[config.mk]
export PLATFORM = sky130hd
export DESIGN_NAME = systolic_pe_dual_bank
export DESIGN_NICKNAME = d
export VERILOG_FILES = /design/src/rtl/systolic_pe_dual_bank.sv
export SDC_FILE = /design/constraint.sdc
export NUM_CORES = 1
export LEC_CHECK = 0
export BUFFER_PORTS_ARGS = -buffer_cell sky130_fd_sc_hd__buf_4
export CAP_MARGIN = 20
export CORE_MARGIN = 2
export CORE_UTILIZATION = 58
export CTS_CLUSTER_SIZE = 30
export DETAILED_ROUTE_END_ITERATION = 6
export HOLD_SLACK_MARGIN = 0.12
export PLACE_DENSITY = 0.79
export SYNTH_ARGS = -nofsm -noshare
export SYNTH_HDL_FRONTEND = slang
export SYNTH_SLANG_ARGS = --single-unit
[constraint.sdc]
create_clock -name clk -period 6.4 [get_ports clk]
set_clock_uncertainty 0.05 [all_clocks]
set_input_delay 0.64 -clock clk [delete_from_list [all_inputs] [get_ports clk]]
set_output_delay 0.64 -clock clk [all_outputs]
set_load 0.01 [all_outputs]
[src/rtl/systolic_pe_dual_bank.sv]
// systolic_pe_dual_bank
//   Output-stationary systolic processing element with NUM_ACC ping-pong
//   accumulator banks. One bank can accumulate while another drains.
//   Weights flow down, activations flow right, and drained results shift left.
//
// Ports
//   clk, rst                     clock, asynchronous active-high reset
//   wgt/wgt_valid                weight operand from the PE above
//   act/act_valid/acc_bank       activation operand and its target bank, from the left
//   wgt_out/wgt_valid_out        weight and valid registered to the PE below
//   act_out/act_valid_out        activation and valid registered to the PE on the right
//   acc_bank_out                 target bank registered to the PE on the right
//   drain_start/drain_bank       one-cycle request to drain a bank
//   drain_in/drain_in_valid      result stream from the right neighbour
//   drain_out/drain_out_valid    result stream to the left neighbour
//   drain_busy                   drain sequencer is not idle
//   sat_flag, conflict_flag      sticky status flags; clear_flags clears them
//
// Handshake: the drain stream is valid-only, with no back-pressure. A word
// is transferred on every clock edge where its valid is high. When valid is
// low, the data lines carry no meaning. Gaps in drain_in_valid pass through
// to drain_out_valid one cycle later.
module systolic_pe_dual_bank #(
  parameter int DATA_WIDTH_BITS = 16,
  parameter int INT_BITS        = 7,
  parameter int FRAC_BITS       = 8,
  parameter int ACC_WIDTH_BITS  = 40,
  parameter int NUM_ACC         = 2,
  parameter int DRAIN_PASS      = 3,
  parameter int SATURATE        = 1,
  localparam int BW = (NUM_ACC > 1) ? $clog2(NUM_ACC) : 1
) (
  input  logic                       clk,
  input  logic                       rst,
  input  logic [DATA_WIDTH_BITS-1:0] wgt,
  input  logic                       wgt_valid,
  input  logic [DATA_WIDTH_BITS-1:0] act,
  input  logic                       act_valid,
  input  logic [BW-1:0]              acc_bank,
  output logic [DATA_WIDTH_BITS-1:0] wgt_out,
  output logic                       wgt_valid_out,
  output logic [DATA_WIDTH_BITS-1:0] act_out,
  output logic                       act_valid_out,
  output logic [BW-1:0]              acc_bank_out,
  input  logic                       drain_start,
  input  logic [BW-1:0]              drain_bank,
  input  logic [DATA_WIDTH_BITS-1:0] drain_in,
  input  logic                       drain_in_valid,
  output logic [DATA_WIDTH_BITS-1:0] drain_out,
  output logic                       drain_out_valid,
  output logic                       drain_busy,
  output logic                       sat_flag,
  output logic                       conflict_flag,
  input  logic                       clear_flags
);

  localparam int DW = DATA_WIDTH_BITS;
  localparam int AW = ACC_WIDTH_BITS;
  localparam int PW = 2 * DATA_WIDTH_BITS;
  localparam int CW = (DRAIN_PASS > 0) ? $clog2(DRAIN_PASS + 1) : 1;

  localparam logic [1:0] S_IDLE = 2'd0;
  localparam logic [1:0] S_PASS = 2'd1;
  localparam logic [1:0] S_DONE = 2'd2;

  localparam logic signed [AW-1:0] ACC_MAX = {1'b0, {(AW-1){1'b1}}};
  localparam logic signed [AW-1:0] ACC_MIN = {1'b1, {(AW-1){1'b0}}};
  localparam logic [DW-1:0] RES_MAX = {1'b0, {(DW-1){1'b1}}};
  localparam logic [DW-1:0] RES_MIN = {1'b1, {(DW-1){1'b0}}};
  // Half an output LSB. Adding it before the shift rounds half up.
  localparam logic signed [AW:0] RND = {{(AW-FRAC_BITS+1){1'b0}}, 1'b1, {(FRAC_BITS-1){1'b0}}};

  if (DATA_WIDTH_BITS != 1 + INT_BITS + FRAC_BITS) begin : g_bad_format
    $error("DATA_WIDTH_BITS must equal 1+INT_BITS+FRAC_BITS");
  end
  if (ACC_WIDTH_BITS < 2 * DATA_WIDTH_BITS || NUM_ACC < 2) begin : g_bad_acc
    $error("ACC_WIDTH_BITS must be >= 2*DATA_WIDTH_BITS and NUM_ACC >= 2");
  end

  logic signed [AW-1:0] bank [NUM_ACC];
  logic [1:0]           state;
  logic [CW-1:0]        cnt;
  logic [BW-1:0]        drain_sel;

  // ---------------- pass-through ----------------
  always_ff @(posedge clk or posedge rst) begin
    if (rst) begin
      wgt_out       <= '0;
      wgt_valid_out <= 1'b0;
      act_out       <= '0;
      act_valid_out <= 1'b0;
      acc_bank_out  <= '0;
    end else begin
      wgt_out       <= wgt;
      wgt_valid_out <= wgt_valid;
      act_out       <= act;
      act_valid_out <= act_valid;
      acc_bank_out  <= acc_bank;
    end
  end

  // ---------------- bank read muxes ----------------
  logic signed [AW-1:0] acc_cur, drn_cur;
  logic                 acc_hit, drn_hit;

  always_comb begin
    acc_cur = '0;
    acc_hit = 1'b0;
    drn_cur = '0;
    drn_hit = 1'b0;
    for (int i = 0; i < NUM_ACC; i++) begin
      if (acc_bank == BW'(i)) begin
        acc_cur = bank[i];
        acc_hit = 1'b1;
      end
      if (drain_bank == BW'(i)) begin
        drn_cur = bank[i];
        drn_hit = 1'b1;
      end
    end
  end

  // ---------------- multiply-accumulate ----------------
  logic signed [PW-1:0] wgt_ext, act_ext, product;
  logic signed [AW-1:0] prod_ext, acc_next;
  logic signed [AW:0]   sum_wide;
  logic                 ovf_pos, ovf_neg;

  assign wgt_ext  = PW'($signed(wgt));
  assign act_ext  = PW'($signed(act));
  assign product  = wgt_ext * act_ext;
  assign prod_ext = AW'(product);
  // One guard bit above the accumulator reveals signed overflow of the sum.
  assign sum_wide = (AW+1)'(acc_cur) + (AW+1)'(prod_ext);
  assign ovf_pos  = !sum_wide[AW] &&  sum_wide[AW-1];
  assign ovf_neg  =  sum_wide[AW] && !sum_wide[AW-1];

  always_comb begin
    acc_next = sum_wide[AW-1:0];
    if (SATURATE != 0) begin
      if (ovf_pos) acc_next = ACC_MAX;
      else if (ovf_neg) acc_next = ACC_MIN;
    end
  end

  // ---------------- result conversion ----------------
  logic signed [AW:0]  rnd_wide, shifted;
  logic [AW-DW+1:0]    upper;
  logic                conv_fits;
  logic [DW-1:0]       conv_val;

  assign rnd_wide  = (AW+1)'(drn_cur) + RND;
  assign shifted   = rnd_wide >>> FRAC_BITS;
  // The result fits when every bit from the output sign bit upward agrees.
  assign upper     = shifted[AW:DW-1];
  assign conv_fits = (&upper) | ~(|upper);

  always_comb begin
    conv_val = shifted[DW-1:0];
    if (SATURATE != 0 && !conv_fits) conv_val = shifted[AW] ? RES_MIN : RES_MAX;
  end

  // ---------------- control ----------------
  logic compute, start, conflict, do_acc, sat_set;

  assign drain_busy = (state != S_IDLE);
  assign compute    = wgt_valid && act_valid;
  assign start      = (state == S_IDLE) && drain_start;
  // The drained bank is protected for the start cycle and for the whole busy
  // window, so the drained value is always the pre-cycle contents.
  assign conflict   = compute && acc_hit &&
                      ((drain_busy && acc_bank == drain_sel) ||
                       (start && acc_bank == drain_bank));
  assign do_acc     = compute && acc_hit && !conflict;
  assign sat_set    = (SATURATE != 0) &&
                      ((do_acc && (ovf_pos || ovf_neg)) || (start && drn_hit && !conv_fits));

  always_ff @(posedge clk or posedge rst) begin
    if (rst) begin
      for (int i = 0; i < NUM_ACC; i++) bank[i] <= '0;
    end else begin
      for (int i = 0; i < NUM_ACC; i++) begin
        if (start && drain_bank == BW'(i)) bank[i] <= '0;
        else if (do_acc && acc_bank == BW'(i)) bank[i] <= acc_next;
      end
    end
  end

  // A set and a clear in the same cycle resolve to set.
  always_ff @(posedge clk or posedge rst) begin
    if (rst) begin
      sat_flag      <= 1'b0;
      conflict_flag <= 1'b0;
    end else begin
      if (sat_set) sat_flag <= 1'b1;
      else if (clear_flags) sat_flag <= 1'b0;
      if (conflict) conflict_flag <= 1'b1;
      else if (clear_flags) conflict_flag <= 1'b0;
    end
  end

  // ---------------- drain sequencer ----------------
  // IDLE: emit own converted result on drain_start.
  // PASS: forward neighbour results until DRAIN_PASS valid words have moved.
  // DONE: one cycle with the output invalid, then back to IDLE.
  always_ff @(posedge clk or posedge rst) begin
    if (rst) begin
      state           <= S_IDLE;
      cnt             <= '0;
      drain_sel       <= '0;
      drain_out       <= '0;
      drain_out_valid <= 1'b0;
    end else begin
      case (state)
        S_IDLE: begin
          drain_out_valid <= 1'b0;
          if (drain_start) begin
            drain_out       <= conv_val;
            drain_out_valid <= 1'b1;
            drain_sel       <= drain_bank;
            cnt             <= CW'(DRAIN_PASS);
            state           <= (DRAIN_PASS == 0) ? S_DONE : S_PASS;
          end
        end
        S_PASS: begin
          drain_out       <= drain_in;
          drain_out_valid <= drain_in_valid;
          if (drain_in_valid) begin
            cnt <= cnt - CW'(1);
            if (cnt == CW'(1)) state <= S_DONE;
          end
        end
        S_DONE: begin
          drain_out_valid <= 1'b0;
          state           <= S_IDLE;
        end
        default: begin
          drain_out_valid <= 1'b0;
          state           <= S_IDLE;
        end
      endcase
    end
  end

endmodule

# Yosys cells after proc, flatten, opt, wreduce, memory -nomap -nowiden
# Index checks and enable logic that the tools add are counted.
[classes] n_mul=1 reduce_logical=34 add_sub_neg=3 bitwise=4 eq_ne=7 mux=24
[op_table] cell="$mux W40" count=8
[op_table] cell="$mux W16" count=3
[op_table] cell="$add A40 B32 Y41" count=1
[op_table] cell="$add A40 B9 Y41 const B" count=1
[op_table] cell="$mul A16 B16 Y32" count=1
[op_table] cell="$pmux W16 S2" count=1
[op_table] cell="$reduce_and A18 Y1" count=1
[op_table] cell="$reduce_or A18 Y1" count=1
[op_table] cell="$logic_and A1 B1 Y1" count=14
[op_table] cell="$reduce_bool A2 Y1" count=6
[op_table] cell="$mux W2" count=5
[op_table] cell="$pmux W2 S2" count=2
[op_table] cell="$ne A2 B2 Y1 const B" count=3
[op_table] cell="$reduce_and A3 Y1" count=2
[op_table] cell="$eq A2 B1 Y1 const B" count=2
[op_table] cell="$logic_not A1 Y1" count=4
[op_table] cell="$mux W1" count=4
[op_table] cell="$reduce_and A2 Y1" count=2
[op_table] cell="$logic_or A1 B1 Y1" count=3
[op_table] cell="$not A1 Y1" count=3
[op_table] cell="$eq A1 B1 Y1" count=2
[op_table] cell="$logic_not A2 Y1" count=1
[op_table] cell="$pmux W1 S2" count=1
[op_table] cell="$sub A2 B1 Y2 const B" count=1
[op_table] cell="$or A1 B1 Y1" count=1
[word_totals] word_cells=87 inputBits=57 ff_bits=139 output_inout_bits=55

# Longest topological paths before layout
# Gate-level depths: netlist of the first run.
[logic_depth] ltp_word=10 ltp_mapped=30 mapped_depth_nobuf=29

# Worst setup path after synthesis of the first run
# No wires, ideal clock.
[synth_path] path_kind="input port to flip-flop" startpoint="input port wgt[15]" endpoint="register bank[33] (netlist bit)" required_ns=6.214 arrival_ns=7.739 n_path_buf=3 path_slack_ns=-1.525 stages=29 setup_time_ns=0.136 cell_sequence="clkbuf_1 -> nand2_1 -> inv_1 -> fa_1 -> fa_1 -> inv_1 -> fa_1 -> fa_1 -> inv_1 -> fa_1 -> inv_1 -> fa_1 -> inv_1 -> ha_1 -> clkbuf_1 -> a21o_1 -> a221o_1 -> a21o_1 -> a21o_1 -> a21oi_1 -> o31ai_1 -> a221o_1 -> a21oi_1 -> xor2_1 -> ha_1 -> nor2_1 -> clkbuf_1 -> a221oi_1 -> o21ai_0"
[synth_between] elab_chain_cells=8 word_cells_on_any_way=10 classes_between="add/sub (1); mul (1); mux (4); reduce/logical (4)"
[synth_rtl] item="start: declaration" line_no="35" rtl="input logic [DATA_WIDTH_BITS-1:0] wgt,"
[synth_rtl] item="$mul A16 B16 Y32 *" line_no="131" rtl="assign product = wgt_ext * act_ext;"
[synth_rtl] item="$add A40 B32 Y41 *" line_no="134" rtl="assign sum_wide = (AW+1)'(acc_cur) + (AW+1)'(prod_ext);"
[synth_rtl] item="$logic_not A1 Y1" line_no="136" rtl="assign ovf_neg = sum_wide[AW] && !sum_wide[AW-1];"
[synth_rtl] item="$logic_and A1 B1 Y1" line_no="136"
[synth_rtl] item="$mux W40" line_no="142" rtl="else if (ovf_neg) acc_next = ACC_MIN;"
[synth_rtl] item="$mux W40 *" line_no="141" rtl="if (ovf_pos) acc_next = ACC_MAX;"
[synth_rtl] item="$mux W40 *" line_no="184" rtl="else if (do_acc && acc_bank == BW'(i)) bank[i] <= acc_next;"
[synth_rtl] item="$mux W40 *" line_no="183" rtl="if (start && drain_bank == BW'(i)) bank[i] <= '0;"
[synth_rtl] item="end signal: indexed assignment" line_no="184"
[synth_rtl] item="end: declaration" line_no="80" rtl="logic signed [AW-1:0] bank [NUM_ACC];"
# Every way passes the cells marked *; elsewhere a longest branch is shown, timed or not. The select of a mux whose other input is x is not followed.
# A chain may end at the register's enable or synchronous reset.

# Final worst setup path of the first run
[layout_path] startpoint="input port act[3]" endpoint="register bank[22] (netlist bit)"
[layout_between] elab_chain_cells=8 word_cells_on_any_way=10 classes_between="add/sub (1); mul (1); mux (4); reduce/logical (4)"
[layout_rtl] item="start: declaration" line_no="37" rtl="input logic [DATA_WIDTH_BITS-1:0] act,"
[layout_rtl] item="$mul A16 B16 Y32 *" line_no="131"
[layout_rtl] item="$add A40 B32 Y41 *" line_no="134"
[layout_rtl] item="$logic_not A1 Y1" line_no="136"
[layout_rtl] item="$logic_and A1 B1 Y1" line_no="136"
[layout_rtl] item="$mux W40" line_no="142"
[layout_rtl] item="$mux W40 *" line_no="141"
[layout_rtl] item="$mux W40 *" line_no="184"
[layout_rtl] item="$mux W40 *" line_no="183"
# Marked as above.

==> results of run 1 <==
repair_timing:
action | CTS | global route
pin swaps | 16 | 33
endpoints found under the setup margin | 79 | 81
hold endpoints to repair | 0 | 0
gates resized for setup | 30 | 67
buffers inserted | 7 | 11
cloned | 2 | 3
layer usage:
layer | GRT usage [%] | routed length (um) | up-vias | share of wire [%]
met2 | 54.2 | 28100 | 717 | 52
met3 | 4.43 | 3460 | 204 | 6.4
li1 | - | - | 7379 | -
met5 | 0 | 0 | - | 0
met4 | 13.9 | 2430 | 0 | 4.5
met1 | 37.9 | 20300 | 8322 | 37
worst max-delay path, cell delays in order:
cell,delay [ns]
buf_4,0.14
and2_4,0.15
fa_2,0.61
inv_1,0.06
fa_1,0.46
fa_1,0.53
inv_1,0.06
fa_1,0.49
fa_1,0.49
inv_1,0.06
fa_1,0.48
inv_1,0.04
ha_1,0.32
a21oi_2,0.17
o211ai_1,0.12
a211oi_2,0.27
o21bai_2,0.12
o31ai_4,0.33
o31ai_4,0.12
a221o_1,0.41
a21oi_4,0.19
xor2_2,0.19
ha_4,0.23
inv_4,0.10
clkbuf_16,0.19
a21oi_4,0.17
o21ai_1,0.09
synthesized netlist by cell type, drive strengths merged (7+ instances only):
cell	n	area (um^2)
o21ai	98	490
a211oi	11	87.6
nand2b	11	68.8
fa	334	6690
o21bai	8	60.1
a221o	28	280
nand3b	10	87.6
and3	11	68.8
a21oi	69	349
a22oi	12	128
nand4	17	121
mux2i	28	280
xor2	22	193
buf	17	124
nor2	60	233
a21o	18	135
nand3	38	205
a31oi	8	50.1
clkbuf	68	255
mux2	45	507
nor3	7	40.0
nand2	268	1010
dfrtp	139	3480
inv	428	1610
and2	116	726
xnor2	47	412
ha	122	1530
cell families (layout without fill, tap and decap cells):
kind of cell    count (synthesis)  in the layout  share of synthesized area (%)
simple gates                  564            565                           14.1
buf+inv                       513            857                           9.95
fa+ha+maj                     456            456                           41.2
compound gates                308            308                           10.4
flops                         139            139                           17.4
mux                            73             73                           3.94
xor+xnor                       69             69                           3.03
flip-flops by register name, indices dropped and copies added (netlist names):
register / count
bank: 80
drain_out: 16
act_out: 16
wgt_valid_out: 1
wgt_out: 16
cnt: 2
act_valid_out: 1
sat_flag: 1
state: 2
drain_sel: 1
conflict_flag: 1
acc_bank_out: 1
drain_out_valid: 1
area by class of cell:
cell class,instances,share of cell area [%]
clock buffers,18,1.79
clock inverters,14,0.623
inverters,428,6.63
multi-input cells,1471,61.5
flip-flops and latches,139,14.2
well taps,448,2.29
repair buffers,397,13.0
per-stage QoR:
stage               instance area, um^2  util (%)  setup TNS, ns  hold WS [ns]  setup slack, ns
finish                            24500      72.7         -39.93         0.265           -0.573
global route                      24500      72.7         -55.72         0.263           -0.757
CTS                               24000      71.3         -36.60         0.260           -0.518
detailed placement                23200      69.0         -91.07         0.426            -1.20
global placement                  23200      69.0         -78.07         0.406            -1.06
floorplan                         20200         -         -69.08         0.394           -0.938
path summary, 6_finish.rpt:
path,slack (ns),endpoint,cells past startpoint
max in group asynchronous,4.66,bank[50],3
setup reg to reg,-0.13,bank[22],27
min in group asynchronous,0.30,bank[0],2
setup / recovery,-0.57,bank[22],27
hold / removal,0.27,wgt_valid_out,1
hold reg to reg,0.44,bank[42],2
==> out/qor.csv, run 1 <==
metric,value,unit
Worst-Skew Late Latency,0.45,ns
Multi-input gate area,15100,um^2
initial core utilization,59.2,%
headroom to the max-slew limit,32.8,%
CTS Sinks,139,
post-synthesis register bit count,139,
count of unique library cells instantiated by Yosys,78,
reg2reg start,bank[43],
Yosys warnings,0,
number of vias per cell,5.70,
total track usage,30.9,%
Hold Fails Final Rpt,0,
outcome,finished with violations,
Post-synth EDFFs,0,
first-pass GRT wire length,87.7,mm
"crit path setup slack, layout",-0.573,ns
Synth async-reset ratio,100,%
pin count of the biggest net entering global routing,92,
Routed Antenna Nets,0,
vias in the first global route,17900,
wire per inst,18.6,um
TritonCTS Buffers,17,
FP Rows,67,
crit path from,act[3],
"Seq/Total Area, Yosys",17.4,%
initial antenna violation count,0,
total iterations of the first detailed-routing run,6,
final-report setup violation count,79,
die area,35900,um^2
"non-filler cells, final",2915,
placeable core area,33700,um^2
Syn Area/Cell,9.40,um^2
n_diodes,0,
routed via count,16600,
H-tree levels,4,
clk buf depth,2,
Die X,189,um
TritonCTS clock tree,done,
# fillers,2257,
Worst-Margin Slew,1.01,ns
Max Cap Violations,0,
Peak Freq,143,MHz
Synth Net Count,2635,
area delta synth->final,22.8,%
PortBufs,111,
failing checks,setup timing,
final period utilization,109,%
drt drc,0,
Setup CP Type,in -> reg,
Top Ports,112,
gpl congestion,0.911,
CTS clock-pin slew for the worst setup and hold paths,0.07,ns
"Cell Area, Synth",20000,um^2
Cells after DPL,2862,
Final Critical Period,6.97,ns
min-delay src,wgt_valid,
layout cell share with drive strength beyond 1,24.2,%
CP Capture Type,register,
CP Launch Type,input port,
# nets final,2967,
Pins Over Slew Limit,0,
DIE HEIGHT,189,um
highest-count cells in the layout ignoring fill and taps,"inv_1 (415), buf_4 (379), fa_1 (325), nand2_1 (260), dfrtp_1 (139)",
"most common cell after layout, fill and taps aside",inv_1,
Post-Syn Instances,2122,
Post-Route WL,54.2,mm
Post-synth top flop,dfrtp_1,
initial drt markers,1347,
Arrival @ worst endpoint,7.24,ns
GRT overflow,0,
crit path max fanout,7,
Register Area,3480,um^2
Worst Path Required,6.67,ns
unrepaired setup endpoints after global routing,true,
"Hold-fix buffers, CTS",0,
Detail Placement HPWL,41.5,mm
root buf cell,clkbuf_16,
Worst Hold Class,in -> reg,
Power of run 1 is left out: the tool's default activity adds up to more than one toggle a clock period on the data nets, which glitch-free logic cannot reach.
==> run 2, diff against run 1 <==
--- a/config.mk
+++ b/config.mk
@@ -5,7 +5,7 @@
 export SDC_FILE = /design/constraint.sdc
 export NUM_CORES = 1
 export LEC_CHECK = 0
-export BUFFER_PORTS_ARGS = -buffer_cell sky130_fd_sc_hd__buf_4
+export BUFFER_PORTS_ARGS = -buffer_cell sky130_fd_sc_hd__buf_2
 export CAP_MARGIN = 20
 export CORE_MARGIN = 2
 export CORE_UTILIZATION = 58
@@ -13,6 +13,7 @@
 export DETAILED_ROUTE_END_ITERATION = 6
 export HOLD_SLACK_MARGIN = 0.12
 export PLACE_DENSITY = 0.79
+export RECOVER_POWER = 100
 export SYNTH_ARGS = -nofsm -noshare
 export SYNTH_HDL_FRONTEND = slang
 export SYNTH_SLANG_ARGS = --single-unit
==> run 2 against run 1 <==
The run ends with capacitance limit, slew limit, setup timing left. First-iteration DRC count increased by 2.7%. Register-to-register slack better by 0.07 ns. Hold slack improved by 0.033 ns. Critical path depth rose by 3. Routed wire length up 4.8%. Utilization grew 0.11 points. Non-clock buffer count grew 19. Sequential share of layout area is essentially flat. Count of clock-buffer cells in the layout decreased by 1. Critical path type unchanged. Largest cell class unchanged.
==> out/qor.csv, run 2 (synthesis gave the netlist of run 1 again) <==
metric,value,unit,change
outcome,finished with violations,,unchanged
failing checks,"capacitance limit, slew limit, setup timing",,was setup timing
final period utilization,110,%,was 109%
Max Cap Violations,3,,was 0
Cells after DPL,2868,,"was 2,862"
flop-to-flop setup slack,-0.06,ns,was -0.13 ns
Setup CP Type,in -> reg,,unchanged
Top delay family on crit path,adder cells,,unchanged
headroom to the max-slew limit,-136,%,was 32.8%
# fillers,2258,,"was 2,257"
total iterations of the first detailed-routing run,5,,was 6
vias in the first global route,18400,,"was 17,900"
layout cell share with drive strength beyond 1,22.3,%,was 24.2%
"Slowest-stage cell, CP",fa_1,,was fa_2
Post-Route WL,56.8,mm,was 54.2 mm
CTS Sinks,139,,unchanged
TritonCTS clock tree,done,,unchanged
PortBufs,111,,unchanged
area delta synth->final,23.0,%,was 22.8%
initial antenna violation count,0,,unchanged
gpl congestion,0.921,,was 0.911
Worst path max stage delay,0.58,ns,was 0.61 ns
drt drc,0,,unchanged
routed via count,17000,,"was 16,600"
# nets final,2985,,"was 2,967"
root buf cell,clkbuf_16,,unchanged
final core utilization,72.8,%,was 72.7%
n_diodes,0,,unchanged
die area,35900,um^2,unchanged
Hold Slack,0.298,ns,was 0.265 ns
Peak Freq,143,MHz,about the same
"non-filler cells, final",2933,,"was 2,915"
FF-to-FF End,bank[30],,was bank[22]
min-delay src,act_valid,,was wgt_valid
TritonCTS Buffers,17,,unchanged
Register Area,3480,um^2,unchanged
"crit path setup slack, layout",-0.616,ns,was -0.573 ns
reg2reg start,bank[3],,was bank[43]
CTS clock-pin slew for the worst setup and hold paths,0.07,ns,about the same
initial core utilization,59.2,%,unchanged
initial drt markers,1384,,"was 1,347"
FP Rows,67,,unchanged
Pins Over Slew Limit,151,,was 0
Worst-Skew Late Latency,0.45,ns,about the same
Worst Path Required,6.68,ns,was 6.67 ns
unrepaired setup endpoints after global routing,true,,unchanged
crit path max fanout,7,,unchanged
Arrival @ worst endpoint,7.29,ns,was 7.24 ns
final-report setup violation count,79,,unchanged
total track usage,32.6,%,was 30.9%
Die X,189,um,unchanged
number of vias per cell,5.78,,was 5.70
Min-Delay Path Depth,1,,unchanged
WHS Endpoint,act_valid_out,,was wgt_valid_out
CP bufs+invs,10,,was 7
Worst-Margin Slew,3.52,ns,was 1.01 ns
Hold Fails Final Rpt,0,,unchanged
Multi-input gate area,15200,um^2,"was 15,100 um^2"
max reg flops,80,,unchanged
Biggest register,bank,,unchanged
Routed Antenna Nets,0,,unchanged
Detail Placement HPWL,42.5,mm,was 41.5 mm
"most common cell after layout, fill and taps aside",inv_1,,unchanged
first-pass GRT wire length,92.1,mm,was 87.7 mm
H-tree levels,4,,unchanged
GRT overflow,0,,unchanged
Final Critical Period,7.02,ns,was 6.97 ns
clk buf depth,2,,unchanged
Most common cell on crit path,inv_2,,was fa_1
wire per inst,19.4,um,was 18.6 um
"Hold-fix buffers, CTS",0,,unchanged
DIE HEIGHT,189,um,unchanged
pin count of the biggest net entering global routing,92,,unchanged
placeable core area,33700,um^2,unchanged
CP Launch Type,input port,,unchanged
CP Capture Type,register,,unchanged
highest-count cells in the layout ignoring fill and taps,"inv_1 (412), fa_1 (322), buf_4 (282), nand2_1 (263), dfrtp_1 (139)",,"was inv_1 (415), buf_4 (379), fa_1 (325), nand2_1 (260), dfrtp_1 (139)"
Top Ports,112,,unchanged
worst r2r path cells,26,,was 27
Worst Hold Class,in -> reg,,unchanged
[run 2: through the flow]
| stage | area (um^2) | setup TNS [ns] | setup slack (ns) |
|---|---|---|---|
| finish | 24500 | -42.53 | -0.616 |
| detailed placement | 23000 | -102.22 | -1.38 |
| CTS | 24300 | -39.35 | -0.574 |
| global placement | 23000 | -83.45 | -1.11 |
| global route | 24500 | -60.10 | -0.818 |
| floorplan | 20200 | -69.08 | -0.938 |
[run 2: cell type report]
| cell class | count | share of cell area [%] |
|---|---|---|
| clock buffers | 17 | 1.73 |
| well taps | 448 | 2.28 |
| inverters | 428 | 6.63 |
| flip-flops and latches | 139 | 14.2 |
| multi-input cells | 1470 | 61.9 |
| clock inverters | 15 | 0.709 |
| repair buffers | 416 | 12.6 |
[run 2: how the worst max path moves through the flow]
stage / cells after the start / to / from / slack, ns
after floorplan: 27 / bank[14] / act[3] / -0.94
after global placement: 27 / bank[35] / wgt[15] / -1.11
after detailed placement: 29 / bank[24] / wgt[15] / -1.38
after CTS: 30 / bank[35] / wgt[15] / -0.57
after global routing: 31 / bank[33] / wgt[15] / -0.82
final: 30 / bank[30] / wgt[15] / -0.62
[run 2: per-layer routing]
metal / vias up / share of wire, % / GRT usage, %
met5: - / 0 / 0
met4: 0 / 5.0 / 16.1
met3: 213 / 5.8 / 4.34
met2: 740 / 52 / 57.3
met1: 8587 / 37 / 39.7
li1: 7419 / - / -
[run 2: repair_timing]
item	in CTS	in global routing
setup endpoints to repair	81	81
gates resized for setup	105	67
pin swaps	39	23
setup buffers	24	5
cloned	3	3
Power of run 2 is left out for the same reason.
==> run 3, diff against run 2 <==
--- a/config.mk
+++ b/config.mk
@@ -11,6 +11,7 @@
 export CORE_UTILIZATION = 58
 export CTS_CLUSTER_SIZE = 30
 export DETAILED_ROUTE_END_ITERATION = 6
+export GPL_TIMING_DRIVEN = 0
 export HOLD_SLACK_MARGIN = 0.12
 export PLACE_DENSITY = 0.79
 export RECOVER_POWER = 100
==> run 3 against run 2 <==
The run ends with setup timing left. Fmax is 2.3% lower. Hold slack lost 0.041 ns. Via count fell by 2.5%.
==> out/qor.csv, run 3 (synthesis gave the netlist of run 1 again) <==
metric,value,unit,change
outcome,finished with violations,,unchanged
failing checks,setup timing,,"was capacitance limit, slew limit, setup timing"
H-tree levels,4,,unchanged
DIE HEIGHT,189,um,unchanged
number of vias per cell,5.95,,was 5.78
TritonCTS Buffers,17,,unchanged
post-place setup slack,-2.12,ns,was -1.38 ns
pin count of the biggest net entering global routing,72,,was 92
wire per inst,20.8,um,was 19.4 um
Arrival @ worst endpoint,7.43,ns,was 7.29 ns
initial core utilization,59.2,%,unchanged
Worst-Skew Late Latency,0.44,ns,was 0.45 ns
TritonCTS clock tree,done,,unchanged
Top Ports,112,,unchanged
Final Critical Period,7.18,ns,was 7.02 ns
GRT overflow,0,,unchanged
max reg flops,80,,unchanged
PortBufs,110,,was 111
CP Launch Type,input port,,unchanged
Peak Freq,139,MHz,was 143 MHz
Cells after DPL,2681,,"was 2,868"
clk buf depth,2,,unchanged
CTS Sinks,139,,unchanged
Routed Antenna Nets,0,,unchanged
final core utilization,70.7,%,was 72.8%
Die X,189,um,unchanged
Pins Over Slew Limit,0,,was 151
Most common cell on crit path,fa_1,,was inv_2
# nets final,2829,,"was 2,985"
Max Cap Violations,0,,was 3
final period utilization,112,%,was 110%
Worst path max stage delay,0.54,ns,was 0.58 ns
Biggest register,bank,,unchanged
CP Capture Type,register,,unchanged
Hold Fails Final Rpt,0,,unchanged
placeable core area,33700,um^2,unchanged
Worst Hold Class,in -> async,,was in -> reg
highest-count cells in the layout ignoring fill and taps,"inv_1 (410), fa_1 (322), nand2_1 (257), dfrtp_1 (139), and2_1 (113)",,"was inv_1 (412), fa_1 (322), buf_4 (282), nand2_1 (263), dfrtp_1 (139)"
FP Rows,67,,unchanged
total track usage,32.5,%,was 32.6%
initial drt markers,1675,,"was 1,384"
Setup CP Type,in -> reg,,unchanged
"crit path setup slack, layout",-0.783,ns,was -0.616 ns
routed via count,16500,,"was 17,000"
n_diodes,0,,unchanged
Worst-Margin Slew,0.802,ns,was 3.52 ns
die area,35900,um^2,unchanged
root buf cell,clkbuf_16,,unchanged
CTS clock-pin slew for the worst setup and hold paths,0.07,ns,about the same
"Slowest-stage cell, CP",fa_1,,unchanged
first-pass GRT wire length,90.5,mm,was 92.1 mm
total iterations of the first detailed-routing run,5,,unchanged
Worst Path Required,6.64,ns,was 6.68 ns
M1 GR Usage,41.2,%,was 39.7%
met3 GRT Util,6.39,%,was 4.34%
drt drc,0,,unchanged
"non-filler cells, final",2777,,"was 2,933"
final-report setup violation count,81,,was 79
gpl congestion,0.928,,was 0.921
initial antenna violation count,0,,unchanged
layout cell share with drive strength beyond 1,20.1,%,was 22.3%
Detail Placement HPWL,42.4,mm,was 42.5 mm
unrepaired setup endpoints after global routing,true,,unchanged
area delta synth->final,19.4,%,was 23.0%
crit path max fanout,10,,was 7
"most common cell after layout, fill and taps aside",inv_1,,unchanged
headroom to the max-slew limit,46.5,%,was -136%
gr busiest metal,met2,,unchanged
routing usage on met2,54.7,%,was 57.3%
Post-Route WL,57.9,mm,was 56.8 mm
vias in the first global route,17500,,"was 18,400"
[run 3: layer usage]
layer  vias up  share of wire, %
li1       7104                 -
met1      8401                37
met2       805                50
met3       226               8.0
met4         0               4.8
met5         -                 0
[run 3: worst max-delay path: cells and delay by family]
| family | cells | cell delay, ns |
|---|---|---|
| buf+inv | 11 | 1.09 |
| fa+ha+maj | 8 | 3.45 |
| simple gates | 1 | 0.08 |
| xor+xnor | 1 | 0.20 |
| compound gates | 10 | 1.94 |
[run 3: through the flow]
step | hold slack (ns) | area [um^2] | TNS (ns)
2_1_floorplan | 0.394 | 20200 | -69.08
3_3_place_gp | 0.407 | 21300 | -156.83
3_5_place_dp | 0.415 | 21400 | -161.67
4_1_cts | 0.280 | 23300 | -55.56
5_1_grt | 0.294 | 23800 | -69.87
6_report | 0.257 | 23800 | -57.03
[run 3: final timing paths]
check,cells past startpoint,endpoint,startpoint,slack [ns]
min reg2reg,1,cnt[0],cnt[0],0.44
max,31,bank[10],act[6],-0.78
max in group asynchronous,3,bank[37],rst,5.24
max reg2reg,27,bank[10],bank[43],-0.35
min in group clk,1,act_valid_out,act_valid,0.30
min,2,bank[41],rst,0.26
[run 3: timing repair]
| action | 4_1_cts | 5_1_grt |
|---|---|---|
| setup buffers | 41 | 23 |
| resized for setup | 210 | 129 |
| setup endpoints to repair | 81 | 81 |
| cloned | 9 | 0 |
| hold buffers | 0 | 0 |
| pin swaps | 39 | 56 |
[run 3: layout make-up]
cell class                      instances  area [um^2]
Multi-Input combinational cell       1470        15300
Fill cell                            2387         9870
Sequential cell                       139         3480
Inverter                              428         1640
Timing Repair Buffer                  183         1350
Buffer                                 76          786
Tap cell                              448          561
Clock buffer                           18          429
Clock inverter                         14          256
Timing Repair inverter                  1         7.51
Power of run 3 is left out for the same reason.
